[src/rtl/page_pkg.sv]
// Shared widths, directory status encodings and FSM states for the page translator.
package page_pkg;
    localparam int VPN_W = 8;
    localparam int OFF_W = 8;
    localparam int REF_W = 16;
    localparam int VA_W  = VPN_W + OFF_W;
    localparam int PA_W  = REF_W + OFF_W;

    localparam logic [1:0] ST_NP  = 2'b00;
    localparam logic [1:0] ST_RW  = 2'b01;
    localparam logic [1:0] ST_RO  = 2'b10;
    localparam logic [1:0] ST_RSV = 2'b11;

    typedef enum logic [1:0] {S_IDLE, S_LOOKUP, S_WALK, S_RESP} state_t;

    // Denied when not present, reserved, or a write to a read-only page.
    function automatic logic is_fault(input logic [1:0] st, input logic rw);
        return (st == ST_NP) || (st == ST_RSV) || ((st == ST_RO) && rw);
    endfunction
endpackage

[src/rtl/page_tlb.sv]
// Fully-associative TLB: parallel tag compare, fill with invalid-first / round-robin victim, flush.
module page_tlb
    import page_pkg::*;
#(
    parameter int TLB_N = 4
) (
    input  logic             clk,
    input  logic             rst_n,
    input  logic [VPN_W-1:0] vpn,
    output logic             hit,
    output logic [REF_W-1:0] hit_frame,
    output logic [1:0]       hit_st,
    input  logic             fill,
    input  logic [VPN_W-1:0] fill_vpn,
    input  logic [REF_W-1:0] fill_frame,
    input  logic [1:0]       fill_st,
    input  logic             flush
);
    localparam int IW = $clog2(TLB_N);

    logic [TLB_N-1:0] vld;
    logic [VPN_W-1:0] tag   [TLB_N];
    logic [REF_W-1:0] frame [TLB_N];
    logic [1:0]       st    [TLB_N];
    logic [IW-1:0]    rr;
    logic [IW-1:0]    victim;
    logic             free;

    always_comb begin
        hit       = 1'b0;
        hit_frame = '0;
        hit_st    = ST_NP;
        for (int i = 0; i < TLB_N; i++) begin
            if (vld[i] && tag[i] == vpn) begin
                hit       = 1'b1;
                hit_frame = frame[i];
                hit_st    = st[i];
            end
        end
    end

    // Walk downward so the lowest-index invalid entry wins.
    always_comb begin
        free   = 1'b0;
        victim = rr;
        for (int i = TLB_N - 1; i >= 0; i--) begin
            if (!vld[i]) begin
                free   = 1'b1;
                victim = IW'(i);
            end
        end
    end

    always_ff @(posedge clk) begin
        if (!rst_n) begin
            vld <= '0;
            rr  <= '0;
        end else if (flush) begin
            vld <= '0;
        end else if (fill) begin
            vld[victim] <= 1'b1;
            if (!free) rr <= rr + 1'b1;
        end
    end

    always_ff @(posedge clk) begin
        if (fill) begin
            tag[victim]   <= fill_vpn;
            frame[victim] <= fill_frame;
            st[victim]    <= fill_st;
        end
    end
endmodule

[src/rtl/page_xlate.sv]
// Translation front end: TLB lookup, directory walk on miss, CPU response and hit/miss counters.
module page_xlate
    import page_pkg::*;
#(
    parameter int TLB_N = 4
) (
    input  logic             SCLK,
    input  logic             SRST,
    input  logic             cpu_req,
    input  logic             cpu_rw,
    input  logic [VA_W-1:0]  cpu_va,
    output logic             cpu_ack,
    output logic [PA_W-1:0]  cpu_pa,
    output logic             cpu_fault,
    output logic             busy,
    output logic             pt_req,
    output logic [VPN_W-1:0] pt_idx,
    input  logic             pt_ack,
    input  logic [REF_W-1:0] pt_ref,
    input  logic [1:0]       pt_status,
    input  logic             PINV,
    output logic [15:0]      hit_cnt,
    output logic [15:0]      miss_cnt
);
    state_t           state, next;
    logic [VA_W-1:0]  va_q;
    logic             rw_q;
    logic [VPN_W-1:0] vpn;
    logic             hit;
    logic [REF_W-1:0] hit_frame;
    logic [1:0]       hit_st;
    logic             load;
    logic             fill;
    logic [REF_W-1:0] rsp_frame;
    logic [1:0]       rsp_st;
    logic             rsp_fault;

    assign vpn     = va_q[VA_W-1:OFF_W];
    assign busy    = (state != S_IDLE);
    assign cpu_ack = (state == S_RESP);

    page_tlb #(.TLB_N(TLB_N)) u_tlb (
        .clk        (SCLK),
        .rst_n      (SRST),
        .vpn        (vpn),
        .hit        (hit),
        .hit_frame  (hit_frame),
        .hit_st     (hit_st),
        .fill       (fill),
        .fill_vpn   (vpn),
        .fill_frame (pt_ref),
        .fill_st    (pt_status),
        .flush      (PINV)
    );

    always_ff @(posedge SCLK) begin
        if (!SRST) state <= S_IDLE;
        else       state <= next;
    end

    always_comb begin
        next      = state;
        load      = 1'b0;
        fill      = 1'b0;
        rsp_frame = pt_ref;
        rsp_st    = pt_status;
        case (state)
            S_IDLE:   if (cpu_req) next = S_LOOKUP;
            S_LOOKUP: begin
                if (hit) begin
                    next      = S_RESP;
                    load      = 1'b1;
                    rsp_frame = hit_frame;
                    rsp_st    = hit_st;
                end else begin
                    next = S_WALK;
                end
            end
            S_WALK: begin
                if (pt_ack) begin
                    next = S_RESP;
                    load = 1'b1;
                    fill = (pt_status == ST_RW) || (pt_status == ST_RO);
                end
            end
            S_RESP:   next = S_IDLE;
            default:  next = S_IDLE;
        endcase
    end

    assign rsp_fault = is_fault(rsp_st, rw_q);

    always_ff @(posedge SCLK) begin
        if (!SRST) begin
            va_q      <= '0;
            rw_q      <= 1'b0;
            pt_req    <= 1'b0;
            pt_idx    <= '0;
            cpu_pa    <= '0;
            cpu_fault <= 1'b0;
            hit_cnt   <= '0;
            miss_cnt  <= '0;
        end else begin
            if (state == S_IDLE && cpu_req) begin
                va_q <= cpu_va;
                rw_q <= cpu_rw;
            end
            if (state == S_LOOKUP) begin
                if (hit) begin
                    if (hit_cnt != 16'hFFFF) hit_cnt <= hit_cnt + 16'd1;
                end else begin
                    if (miss_cnt != 16'hFFFF) miss_cnt <= miss_cnt + 16'd1;
                    pt_req <= 1'b1;
                    pt_idx <= vpn;
                end
            end
            if (state == S_WALK && pt_ack) pt_req <= 1'b0;
            if (load) begin
                cpu_fault <= rsp_fault;
                cpu_pa    <= rsp_fault ? '0 : {rsp_frame, va_q[OFF_W-1:0]};
            end
        end
    end
endmodule

[config.mk]
export PLATFORM = sky130hd
export DESIGN_NAME = page_xlate
export DESIGN_NICKNAME = d
export VERILOG_FILES = /design/src/rtl/page_pkg.sv /design/src/rtl/page_tlb.sv /design/src/rtl/page_xlate.sv
export SDC_FILE = /design/constraint.sdc
export NUM_CORES = 1
export LEC_CHECK = 0
export ABC_AREA = 1
export BUFFER_PORTS_ARGS = -buffer_cell sky130_fd_sc_hd__buf_2
export CAP_MARGIN = 30
export CORE_ASPECT_RATIO = 0.75
export CORE_MARGIN = 5
export CORE_UTILIZATION = 50
export DETAILED_ROUTE_END_ITERATION = 8
export GPL_ROUTABILITY_DRIVEN = 0
export PLACE_DENSITY = 0.73
export RECOVER_POWER = 25
export SLEW_MARGIN = 20
export SYNTH_ARGS = -nofsm -noshare
export SYNTH_HDL_FRONTEND = slang
export SYNTH_SLANG_ARGS = --single-unit
[constraint.sdc]
create_clock -name SCLK -period 2.9 [get_ports SCLK]
set_clock_uncertainty 0.1 [all_clocks]
set_input_delay 0.58 -clock SCLK [delete_from_list [all_inputs] [get_ports SCLK]]
set_output_delay 0.58 -clock SCLK [all_outputs]
set_load 0.01 [all_outputs]
==> impl_metrics.csv <==
group,metric,value,unit
cts,cts_buffers,17,
cts,cts.clk_slew.worst_paths,0.08,ns
finish,layout.nets,1258,
setup_path,r2r_setup_slack,0.09,ns
logic_synthesis,yosysMostFrequentCell,"nand2_1",
drt,ant_nets,0,
logic_synthesis,postSynth.asyncResetShare,0,%
logic_synthesis,synth_edf_count,104,
place,dp_worst_setup_slack,-0.0205,ns
floorplan,initial_core_util,51.4,%
power_and_ir_drop,leakage,4.42,nW
logic_synthesis,syn-num-nets,1118,
drt,viasPerCell,5.41,
power_and_ir_drop,switching_power,2.15,mW
place,portBuffers,107,
finish,diodes,0,
floorplan,ios,108,
logic_synthesis,syn-instance-count,1070,
setup_path,r2r-start,"va_q[10]",
drt,drc,0,
logic_synthesis,ys_warn_count,0,
logic_synthesis,synth_top_area_share,34.1,%
power_and_ir_drop,internal-power,4.86,mW
logic_synthesis,ys_seq_elements,195,
global_routing,grt_pass1_vias,7384,
run_status,outcome,"completed",
finish,drive_above_1_share,21.9,%
timing,drv_slew,0,
hold_path,min_path_type,"in -> reg",
setup_path,arrival,3.07,ns
setup_path,critPathMaxFanout,9,
timing,whs,0.311,ns
logic_synthesis,yosysUniqueCellTypes,48,
power_and_ir_drop,power_frac_seq,46.6,%
logic_synthesis,yosysSeqAreaShare,54.0,%
timing,finalSetupViolCount,0,
floorplan,die_w,166,µm
global_routing,grt_max_degree,43,
global_routing,antenna_found_initial,0,
setup_path,critPathKind,"reg -> reg",
drt,avgRoutedWirePerCell,16.5,µm
timing,finalCriticalPeriod,2.81,ns
setup_path,cp.required,3.16,ns
timing,slew_headroom,56.0,%
cts,clk_latency,0.43,ns
power_and_ir_drop,switching_share,30.6,%
logic_synthesis,synth_top_cell_by_area,"edfxtp_1",
timing,hold_violations,0,
cts,cts_tree,"built",
drt,drtIter0Drc,956,
cts,htree_num_levels,4,
drt,firstDrtPassIters,5,
floorplan,coreArea,17800,µm²
cts,clkSinkCount,195,
global_routing,grt_pass1_wl,37.6,mm
hold_path,worstHoldStart,"cpu_va[6]",
global_routing,grt_usage,22.1,%
finish,fillCellCount,1463,
setup_path,startpoint,"va_q[10]",
drt,dr_total_vias,7924,
finish,fin_util,61.9,%
finish,areaGrowthSynthToFinish,20.4,%
timing,max_freq,356,MHz
power_and_ir_drop,power_frac_clock,33.5,%
floorplan,rows,42,
drt,totalWireLength,24.1,mm
cts,cts_root_buffer,"clkbuf_16",
logic_synthesis,synth_top_flop_cell,"edfxtp_1",
logic_synthesis,synth.area.top_cells,"edfxtp_1 (34%), dfxtp_1 (20%), nand2_1 (12%)",
global_routing,grt_overflow_total,0,
finish,final_area,11000,µm²
logic_synthesis,avgSynthCellArea,8.56,µm²
power_and_ir_drop,total_power,7.01,mW
run,maxCapViolCount,0,
place,hpwl,16.6,mm
timing,fin_crit_sh,96.9,%
logic_synthesis,synth_area,9160,µm²
power_and_ir_drop,max-vdd-ir-drop,426,µV
place,place_area,10100,µm²
setup_path,startpoint_type,"register",
power_and_ir_drop,powerDensity,636,nW/µm²
logic_synthesis,synth_common_cells,"nand2_1 (298), nor2_1 (124), edfxtp_1 (104)",
floorplan,die_h,127,µm
setup_path,crit_path_end_kind,"register",
cts,clock_path_buffers,2,
power_and_ir_drop,pwr-share-comb,19.9,%
timing,setup_ws,0.0888,ns
floorplan,die_area,21200,µm²
timing,worst_pin_slew,0.659,ns
==> cell families (layout without fill, tap and decap cells) <==
kind of cell / after synthesis / count (layout) / synth area share [%]
flops: 195 / 195 / 54.0
buf+inv: 122 / 275 / 6.20
fa+ha+maj: 8 / 8 / 1.09
xor+xnor: 22 / 22 / 2.19
compound gates: 167 / 167 / 10.2
simple gates: 556 / 556 / 26.4
==> state kept, by name, indices dropped and copies added (netlist names) <==
signal       flops
miss_cnt        16
state            2
va_q            16
u_tlb.rr         2
rw_q             1
u_tlb.frame     64
cpu_fault        1
cpu_pa          24
pt_req           1
pt_idx           8
u_tlb.tag       32
hit_cnt         16
u_tlb.vld        4
u_tlb.st         8
==> worst max-delay path, cell delays in order (launching register included) <==
cell and delay, ns:
dfxtp_1 0.32, buf_4 0.18, nand2_1 0.08, nand2_1 0.12, nor3_2 0.24, nand3_4 0.16, buf_12 0.16, nand3_1 0.07
nand2_1 0.07, o221ai_1 0.16, nand2_1 0.09, inv_2 0.07, ha_4 0.20, a21oi_4 0.13, nand3_4 0.14, buf_12 0.18
nor2_2 0.07, nand2_1 0.07, a21oi_2 0.14
==> final timing paths <==
kind                                     to  cells after the start
worst min-delay path                va_q[6]                      3
worst max-delay path             cpu_pa[11]                     18
worst max register to register   cpu_pa[11]                     18
worst min register to register  miss_cnt[8]                      2
==> stage by stage <==
step | std cells | TNS (ns)
finish | 1465 | 0
global route | 1465 | -0.770
CTS | 1455 | 0
detailed placement | 1423 | -0.0639
global placement | 1423 | 0
floorplan | 1070 | 0
==> cells in the final DEF, fill, tap and decap left out, drive strengths merged, types with 4 or more instances in the layout <==
| cell type | synthesis | layout |
|---|---|---|
| a21oi | 95 | 95 |
| buf | 22 | 134 |
| clkbuf | 12 | 43 |
| clkinv | 1 | 5 |
| dfxtp | 91 | 91 |
| edfxtp | 104 | 104 |
| ha | 8 | 8 |
| inv | 87 | 93 |
| nand2 | 307 | 307 |
| nand3 | 62 | 62 |
| nand4 | 24 | 24 |
| nor2 | 130 | 130 |
| nor3 | 19 | 19 |
| nor4 | 8 | 8 |
| o21a | 4 | 4 |
| o21ai | 63 | 63 |
| xnor2 | 9 | 9 |
| xor2 | 13 | 13 |
==> per-layer routing <==
| layer | GRT usage [%] | share of wire, % | vias to the layer above | wire [µm] |
|---|---|---|---|---|
| li1 | - | - | 3838 | - |
| met1 | 30.2 | 45 | 3723 | 10900 |
| met2 | 35.5 | 46 | 323 | 11100 |
| met3 | 5.22 | 7.0 | 40 | 1690 |
| met4 | 6.45 | 1.8 | 0 | 426 |
| met5 | 0 | 0 | - | 0 |
==> cell type report <==
class / instances / area (µm²) / area share (%)
well taps: 242 / 303 / 2.75
clock buffers: 22 / 505 / 4.58
flip-flops and latches: 195 / 4960 / 45.0
multi-input cells: 753 / 3850 / 34.9
repair buffers: 155 / 978 / 8.87
clock inverters: 10 / 88.8 / 0.806
inverters: 88 / 343 / 3.11
==> timing repair <==
action,4_1_cts,5_1_grt
resized for setup,4,57
pin swaps,0,23
endpoints found under the setup margin,15,25
gates cloned,0,1
hold buffers,0,0
buffers inserted,0,9
==> power groups by stage <==
stage	logic [mW]	registers (mW)	clock network (mW)
detailed placement	1.28	3.30	0
CTS	1.30	3.25	2.38
global placement	1.27	3.30	0
floorplan	0.813	3.33	0
finish	1.39	3.27	2.35
global route	1.53	3.29	2.50
No activity file was read; power rests on OpenSTA's default activity.
